==> src/rtl/disparity_sink_if.sv <==
// rtl/disparity_sink_if.sv - disparity sample input and pixel output stream bundle
interface disparity_sink_if;
    logic       ivalid;
    logic [7:0] imin;
    logic [7:0] iargmin;
    logic [9:0] ix;
    logic [9:0] iy;
    logic [7:0] odata;
    logic       osof;
    logic       oeol;
    logic       ovalid;
    logic       ordy;

    modport master (
        output ivalid, imin, iargmin, ix, iy, ordy,
        input  odata, osof, oeol, ovalid
    );

    modport slave (
        input  ivalid, imin, iargmin, ix, iy, ordy,
        output odata, osof, oeol, ovalid
    );
endinterface

==> src/rtl/disparity_sink.sv <==
// rtl/disparity_sink.sv - disparity confidence filter, frame tracker and show-ahead output FIFO
module disparity_sink #(
    parameter logic [7:0] THRESH = 8'd24,
    parameter int         DEPTH  = 16,
    parameter logic [9:0] XLO    = 10'd64,
    parameter logic [9:0] XHI    = 10'd639,
    parameter logic [9:0] YHI    = 10'd479
) (
    input  logic                 clk,
    input  logic                 rst,
    disparity_sink_if.slave      s,
    output logic                 ooverflow,
    output logic [15:0]          obad_count,
    output logic                 oframe_done
);
    localparam int AW = $clog2(DEPTH);

    typedef enum logic {IDLE, RUN} state_t;
    state_t state_q, state_d;

    logic        in_win, at_sof, at_last, bad;
    logic        accept, frame_end;
    logic [15:0] run_cnt, cnt_base, cnt_next;
    logic        p_valid;
    logic [9:0]  p_word;

    assign in_win  = s.ivalid && (s.ix >= XLO) && (s.ix <= XHI) && (s.iy <= YHI);
    assign at_sof  = in_win && (s.ix == XLO) && (s.iy == 10'd0);
    assign at_last = in_win && (s.ix == XHI) && (s.iy == YHI);
    assign bad     = (s.imin > THRESH) || (s.iargmin > 8'd63);

    always_ff @(posedge clk) begin
        if (rst) state_q <= IDLE;
        else     state_q <= state_d;
    end

    always_comb begin
        state_d = state_q;
        unique case (state_q)
            IDLE: if (at_sof && !at_last) state_d = RUN;
            RUN:  if (at_last)            state_d = IDLE;
        endcase
    end

    always_comb begin
        accept    = in_win && ((state_q == RUN) || at_sof);
        frame_end = accept && at_last;
    end

    // A start-of-frame sample always begins a fresh count, even mid-frame.
    assign cnt_base = at_sof ? 16'd0 : run_cnt;
    assign cnt_next = (bad && (cnt_base != 16'hFFFF)) ? cnt_base + 16'd1 : cnt_base;

    always_ff @(posedge clk) begin
        if (rst) begin
            run_cnt     <= 16'd0;
            obad_count  <= 16'd0;
            oframe_done <= 1'b0;
        end else begin
            oframe_done <= frame_end;
            if (accept) begin
                if (frame_end) begin
                    obad_count <= cnt_next;
                    run_cnt    <= 16'd0;
                end else begin
                    run_cnt    <= cnt_next;
                end
            end
        end
    end

    // Word layout: {sof, eol, pixel}
    always_ff @(posedge clk) begin
        if (rst) begin
            p_valid <= 1'b0;
            p_word  <= 10'd0;
        end else begin
            p_valid <= accept;
            p_word  <= {at_sof, s.ix == XHI, bad ? 8'd0 : {s.iargmin[5:0], 2'b00}};
        end
    end

    logic [9:0]  mem [DEPTH];
    logic [AW:0] wr_ptr, rd_ptr;
    logic        empty, full, push, pop;
    logic [9:0]  head;

    assign empty = (wr_ptr == rd_ptr);
    assign full  = (wr_ptr[AW] != rd_ptr[AW]) && (wr_ptr[AW-1:0] == rd_ptr[AW-1:0]);
    assign pop   = !empty && s.ordy;
    assign push  = p_valid && (!full || pop);

    always_ff @(posedge clk) begin
        if (push) mem[wr_ptr[AW-1:0]] <= p_word;
    end

    always_ff @(posedge clk) begin
        if (rst) begin
            wr_ptr    <= '0;
            rd_ptr    <= '0;
            ooverflow <= 1'b0;
        end else begin
            if (push) wr_ptr <= wr_ptr + 1'b1;
            if (pop)  rd_ptr <= rd_ptr + 1'b1;
            if (p_valid && full && !pop) ooverflow <= 1'b1;
        end
    end

    assign head     = mem[rd_ptr[AW-1:0]];
    assign s.ovalid = !empty;
    assign s.odata  = empty ? 8'd0 : head[7:0];
    assign s.osof   = !empty && head[9];
    assign s.oeol   = !empty && head[8];
endmodule

==> src/flat_wrapper.sv <==
// flat-port wrapper written by rule: the top's interface ports become plain ports
module disparity_sink_flat 
#(
    parameter logic [7:0] THRESH = 8'd24,
    parameter int         DEPTH  = 16,
    parameter logic [9:0] XLO    = 10'd64,
    parameter logic [9:0] XHI    = 10'd639,
    parameter logic [9:0] YHI    = 10'd479
)
  (clk, rst, ooverflow, obad_count, oframe_done, s_ivalid, s_imin, s_iargmin, s_ix, s_iy, s_ordy, s_odata, s_osof, s_oeol, s_ovalid);
  disparity_sink_if s_i ();
  input  logic clk;
  input  logic rst;
  output logic ooverflow;
  output logic [15:0] obad_count;
  output logic oframe_done;
  input wire logic [$bits(s_i.ivalid)-1:0] s_ivalid;
  input wire logic [$bits(s_i.imin)-1:0] s_imin;
  input wire logic [$bits(s_i.iargmin)-1:0] s_iargmin;
  input wire logic [$bits(s_i.ix)-1:0] s_ix;
  input wire logic [$bits(s_i.iy)-1:0] s_iy;
  input wire logic [$bits(s_i.ordy)-1:0] s_ordy;
  output wire logic [$bits(s_i.odata)-1:0] s_odata;
  output wire logic [$bits(s_i.osof)-1:0] s_osof;
  output wire logic [$bits(s_i.oeol)-1:0] s_oeol;
  output wire logic [$bits(s_i.ovalid)-1:0] s_ovalid;
  assign s_i.ivalid = s_ivalid;
  assign s_i.imin = s_imin;
  assign s_i.iargmin = s_iargmin;
  assign s_i.ix = s_ix;
  assign s_i.iy = s_iy;
  assign s_i.ordy = s_ordy;
  assign s_odata = s_i.odata;
  assign s_osof = s_i.osof;
  assign s_oeol = s_i.oeol;
  assign s_ovalid = s_i.ovalid;
  disparity_sink #(.THRESH(THRESH), .DEPTH(DEPTH), .XLO(XLO), .XHI(XHI), .YHI(YHI)) u_core (.clk(clk), .rst(rst), .s(s_i), .ooverflow(ooverflow), .obad_count(obad_count), .oframe_done(oframe_done));
endmodule
==> config.mk <==
export PLATFORM = sky130hd
export DESIGN_NAME = disparity_sink_flat
export DESIGN_NICKNAME = d
export VERILOG_FILES = /design/src/rtl/disparity_sink_if.sv /design/src/rtl/disparity_sink.sv /design/src/flat_wrapper.sv
export SDC_FILE = /design/constraint.sdc
export NUM_CORES = 1
export LEC_CHECK = 0
export BUFFER_PORTS_ARGS = -buffer_cell sky130_fd_sc_hd__buf_4
export CORE_MARGIN = 5
export CORE_UTILIZATION = 50
export CTS_CLUSTER_DIAMETER = 200
export DETAILED_ROUTE_END_ITERATION = 10
export GPL_TIMING_DRIVEN = 0
export PLACE_DENSITY = 0.72
export SETUP_SLACK_MARGIN = 0.3
export SLEW_MARGIN = 20
export SYNTH_ARGS = -nofsm -noshare
export SYNTH_HDL_FRONTEND = slang
export SYNTH_SLANG_ARGS = --single-unit
export TNS_END_PERCENT = 10
==> constraint.sdc <==
create_clock -name clk -period 6.05 [get_ports clk]
set_input_delay 1.21 -clock clk [delete_from_list [all_inputs] [get_ports clk]]
set_output_delay 1.21 -clock clk [all_outputs]
set_load 0.03 [all_outputs]
==> results.json <==
{
  "status": "completed",
  "cts_tree": "done",
  "max_freq_mhz": 249,
  "finalCritPeriodShare": 0.663,
  "diodes": 0,
  "path_buf_inv": 4,
  "critPathKind": "reg2out",
  "p_leak_nw": 3.40,
  "clockBufferDepth": 2,
  "wl_mm": 18.0,
  "grt_usage": 0.200,
  "hp-class": "reg2reg",
  "synth_flop_cell": "edfxtp_1",
  "htree_num_levels": 4,
  "setup_tns_ps": 0,
  "worstPathCellList": "buf_2, buf_2, buf_2, mux4_2, mux2i_1, a211oi_1, buf_4",
  "end_kind": "output port",
  "grt-ovfl-total": 0,
  "synth-seq-cells": 186,
  "yosysWarnings": 0,
  "synth_adder_area_share": 0.00932,
  "wire_per_inst_um": 20.3,
  "firstDrtPassIters": 5,
  "ys_seq_area_frac": 0.621,
  "cts_setup_buffers": 0,
  "timing_worst_slew_pin_value_ps": 974,
  "grt_pass1_wl_mm": 28.3,
  "power.density_nw_per_um2": 269,
  "seqPwrFrac": 0.528,
  "start_util": 0.509,
  "switchingPower_mw": 0.545,
  "endpoint": "s_osof",
  "drv_cap": 0,
  "viasPerCell": 5.86,
  "synth_mux_area_frac": 0.104,
  "slowest_stage": "mux4_2",
  "fin_util": 0.598,
  "critPathMostFrequentCell": "buf_2",
  "antenna_found_initial": 0,
  "syn_avg_cell_area_um2": 14.0,
  "drive_gt1_frac": 0.263,
  "vias": 5215,
  "critPathRequiredTime_ps": 4840,
  "skew_ps": 12.5,
  "dieArea_um2": 18800,
  "async_flop_share": 0,
  "grt_max_degree": 20,
  "cp_top_family": "buffers and inverters",
  "rr_endpoint": "u_core.mem[13][6]",
  "synth_compound_area_frac": 0.0907,
  "coreArea_um2": 15800,
  "clkLatencyLatePin_ps": 430,
  "dp.cells": 858,
  "clkPwrFrac": 0.452,
  "synth_xor_area_frac": 0.0239,
  "drtIter0Drc": 383,
  "cts_sinks": 186,
  "pwr-share-comb": 0.020,
  "worst-path-stages": 7,
  "core.rowCount": 46,
  "fp.dieW_um": 137,
  "r2r_start": "u_core.wr_ptr[3]",
  "layout_min_cycle_time_ps": 4010,
  "hpwlAfterDp_mm": 12.5,
  "pin_count": 69,
  "synth_area_um2": 8060,
  "place_congestion": 0.892,
  "post_cts_resized": 0,
  "hold_viol": 0,
  "slew_violations": 0,
  "final_cells": 890,
  "vdd_drop_max_mv": 0.204,
  "crit_fanout": 10,
  "drc": 0,
  "relSlewSlack": 0.348,
  "synth_top_family_by_area": "simple AND/OR/NAND/NOR gates",
  "nets": 707,
  "netlist_instances": 575,
  "ff2ff_path_depth": 6,
  "setup_viol": 0,
  "die_h_um": 137,
  "holdBufCountCts": 0,
  "startpoint_type": "register",
  "rsz0062_at_grt": "no",
  "io_buffer_count": 66,
  "synth.distinct_cells": 74,
  "slowest_delay_ps": 560,
  "synth_edf_count": 128,
  "grt_pass1_vias": 5232,
  "area_growth_pct": 17.5,
  "ant_nets": 0,
  "p_int_mw": 2.00,
  "multiInputGateArea_um2": 2860,
  "crit_arrival_ps": 2800,
  "hold_start": "u_core.obad_count[12]",
  "ff2ff_setup_slack_ps": 3280,
  "synthSimpleGateAreaFrac": 0.123,
  "cts-root-buf": "clkbuf_16",
  "power.share.switching": 0.214,
  "numCtsBuffers": 17,
  "seq_area_um2": 5000,
  "path_clk_slew_ps": 70,
  "num-fill-cells": 1220
}
## cell families (layout without fill, tap and decap cells)
family,count (synthesis),in the layout
flops,186,186
simple gates,178,178
compound gates,94,94
mux,44,44
buf+inv,44,142
xor+xnor,22,22
fa+ha+maj,6,6
other cells,1,2
## state kept, by name, summed over array words and instances (netlist names), named ones only
name and flops:
u_core.mem 128, u_core.obad_count 16, u_core.run_cnt 16, u_core.p_word 8, u_core.rd_ptr 5, u_core.wr_ptr 5, u_core.oframe_done 1, u_core.ooverflow 1
u_core.p_valid 1, u_core.state_q 1
## worst min path at each step
| stage | endpoint | slack (ps) | cells past startpoint |
|---|---|---|---|
| final | u_core.obad_count[12] | 460 | 2 |
| after global routing | u_core.obad_count[4] | 500 | 2 |
| after CTS | u_core.obad_count[4] | 460 | 2 |
| after detailed placement | u_core.obad_count[12] | 450 | 2 |
| after global placement | u_core.obad_count[8] | 450 | 2 |
| after floorplan | u_core.run_cnt[1] | 460 | 1 |
## metrics by stage
step	setup WS (ps)	total power, mW	cell area, µm²	hold slack [ps]
finish	2040	2.55	9470	462
global placement	1690	1.42	8830	447
floorplan	2170	1.39	8060	456
detailed placement	1640	1.42	8850	449
CTS	1950	2.56	9470	465
global route	1820	2.62	9470	496
## synthesized netlist by cell type (3+ instances only)
| master | number | area [µm²] |
|---|---|---|
| nor3_1 | 7 | 35.0 |
| buf_6 | 3 | 33.8 |
| nor4_2 | 3 | 37.5 |
| buf_2 | 9 | 45.0 |
| mux2i_1 | 12 | 120 |
| clkbuf_1 | 14 | 52.6 |
| xor2_1 | 15 | 131 |
| inv_1 | 8 | 30.0 |
| nand3_1 | 9 | 45.0 |
| nor4_1 | 3 | 18.8 |
| nand2b_1 | 4 | 25.0 |
| or3_1 | 3 | 18.8 |
| buf_4 | 5 | 37.5 |
| o211ai_1 | 3 | 22.5 |
| o21ai_0 | 6 | 30.0 |
| a32o_1 | 3 | 30.0 |
| a31oi_1 | 3 | 18.8 |
| dfxtp_1 | 58 | 1160 |
| a211oi_2 | 7 | 87.6 |
| xnor2_1 | 7 | 61.3 |
| nor2b_1 | 12 | 75.1 |
| nand2_1 | 30 | 113 |
| a22o_1 | 4 | 35.0 |
| mux4_2 | 32 | 721 |
| or4_1 | 5 | 37.5 |
| o22ai_1 | 8 | 50.1 |
| nand4_1 | 9 | 56.3 |
| a21oi_1 | 15 | 75.1 |
| and2_1 | 13 | 81.3 |
| a211oi_1 | 21 | 158 |
| o21a_1 | 3 | 22.5 |
| buf_1 | 4 | 15.0 |
| ha_1 | 6 | 75.1 |
| nor2_1 | 58 | 218 |
| edfxtp_1 | 128 | 3840 |
## cell usage in the layout (no fill, tap or decap), types with 5 or more instances in the layout
| cell type | instances |
|---|---|
| inv_1 | 8 |
| xor2_1 | 15 |
| a211oi_2 | 7 |
| clkbuf_1 | 14 |
| buf_2 | 9 |
| nor2b_1 | 12 |
| nand3_1 | 9 |
| ha_1 | 6 |
| nand4_1 | 9 |
| or4_1 | 5 |
| buf_4 | 71 |
| clkbuf_16 | 17 |
| mux2i_1 | 12 |
| xnor2_1 | 7 |
| nand2_1 | 30 |
| dfxtp_1 | 58 |
| edfxtp_1 | 128 |
| nor2_1 | 58 |
| a21oi_1 | 15 |
| o21ai_0 | 6 |
| and2_1 | 13 |
| inv_6 | 6 |
| o22ai_1 | 8 |
| a211oi_1 | 21 |
| mux4_2 | 32 |
| nor3_2 | 6 |
## worst register-to-register path: cells and delay by family (launching register included)
family | cells | cell delay (ps)
buf+inv | 1 | 240
compound gates | 1 | 530
simple gates | 3 | 1130
xor+xnor | 1 | 180
flops | 1 | 310
## final cells by class
type,instances,share of cell area
plain buffers,35,0.0194
repair buffers,66,0.0523
clock inverters,15,0.0207
clock buffers,17,0.0449
well taps,216,0.0285
flip-flops and latches,186,0.529
inverters,9,0.00357
multi-input cells,346,0.302
## power by group through the flow
| stage | clock network [mW] | logic, mW | registers [mW] |
|---|---|---|---|
| after floorplan | 0 | 0.0209 | 1.37 |
| after global placement | 0 | 0.0484 | 1.37 |
| after detailed placement | 0 | 0.0498 | 1.37 |
| after CTS | 1.16 | 0.0501 | 1.35 |
| after global routing | 1.22 | 0.0546 | 1.35 |
| final | 1.15 | 0.0503 | 1.35 |
## layer usage
metal  wire length [µm]  vias to the layer above  global-route usage  share of wire
met5                  0                        -                   0              0
met4                233                        0              0.0571          0.013
met3                974                       25              0.0478          0.054
met2               9070                      186               0.329           0.50
met1               7760                     2617               0.267           0.43
li1                   -                     2387                   -              -
No activity file was read; power rests on OpenSTA's default activity.
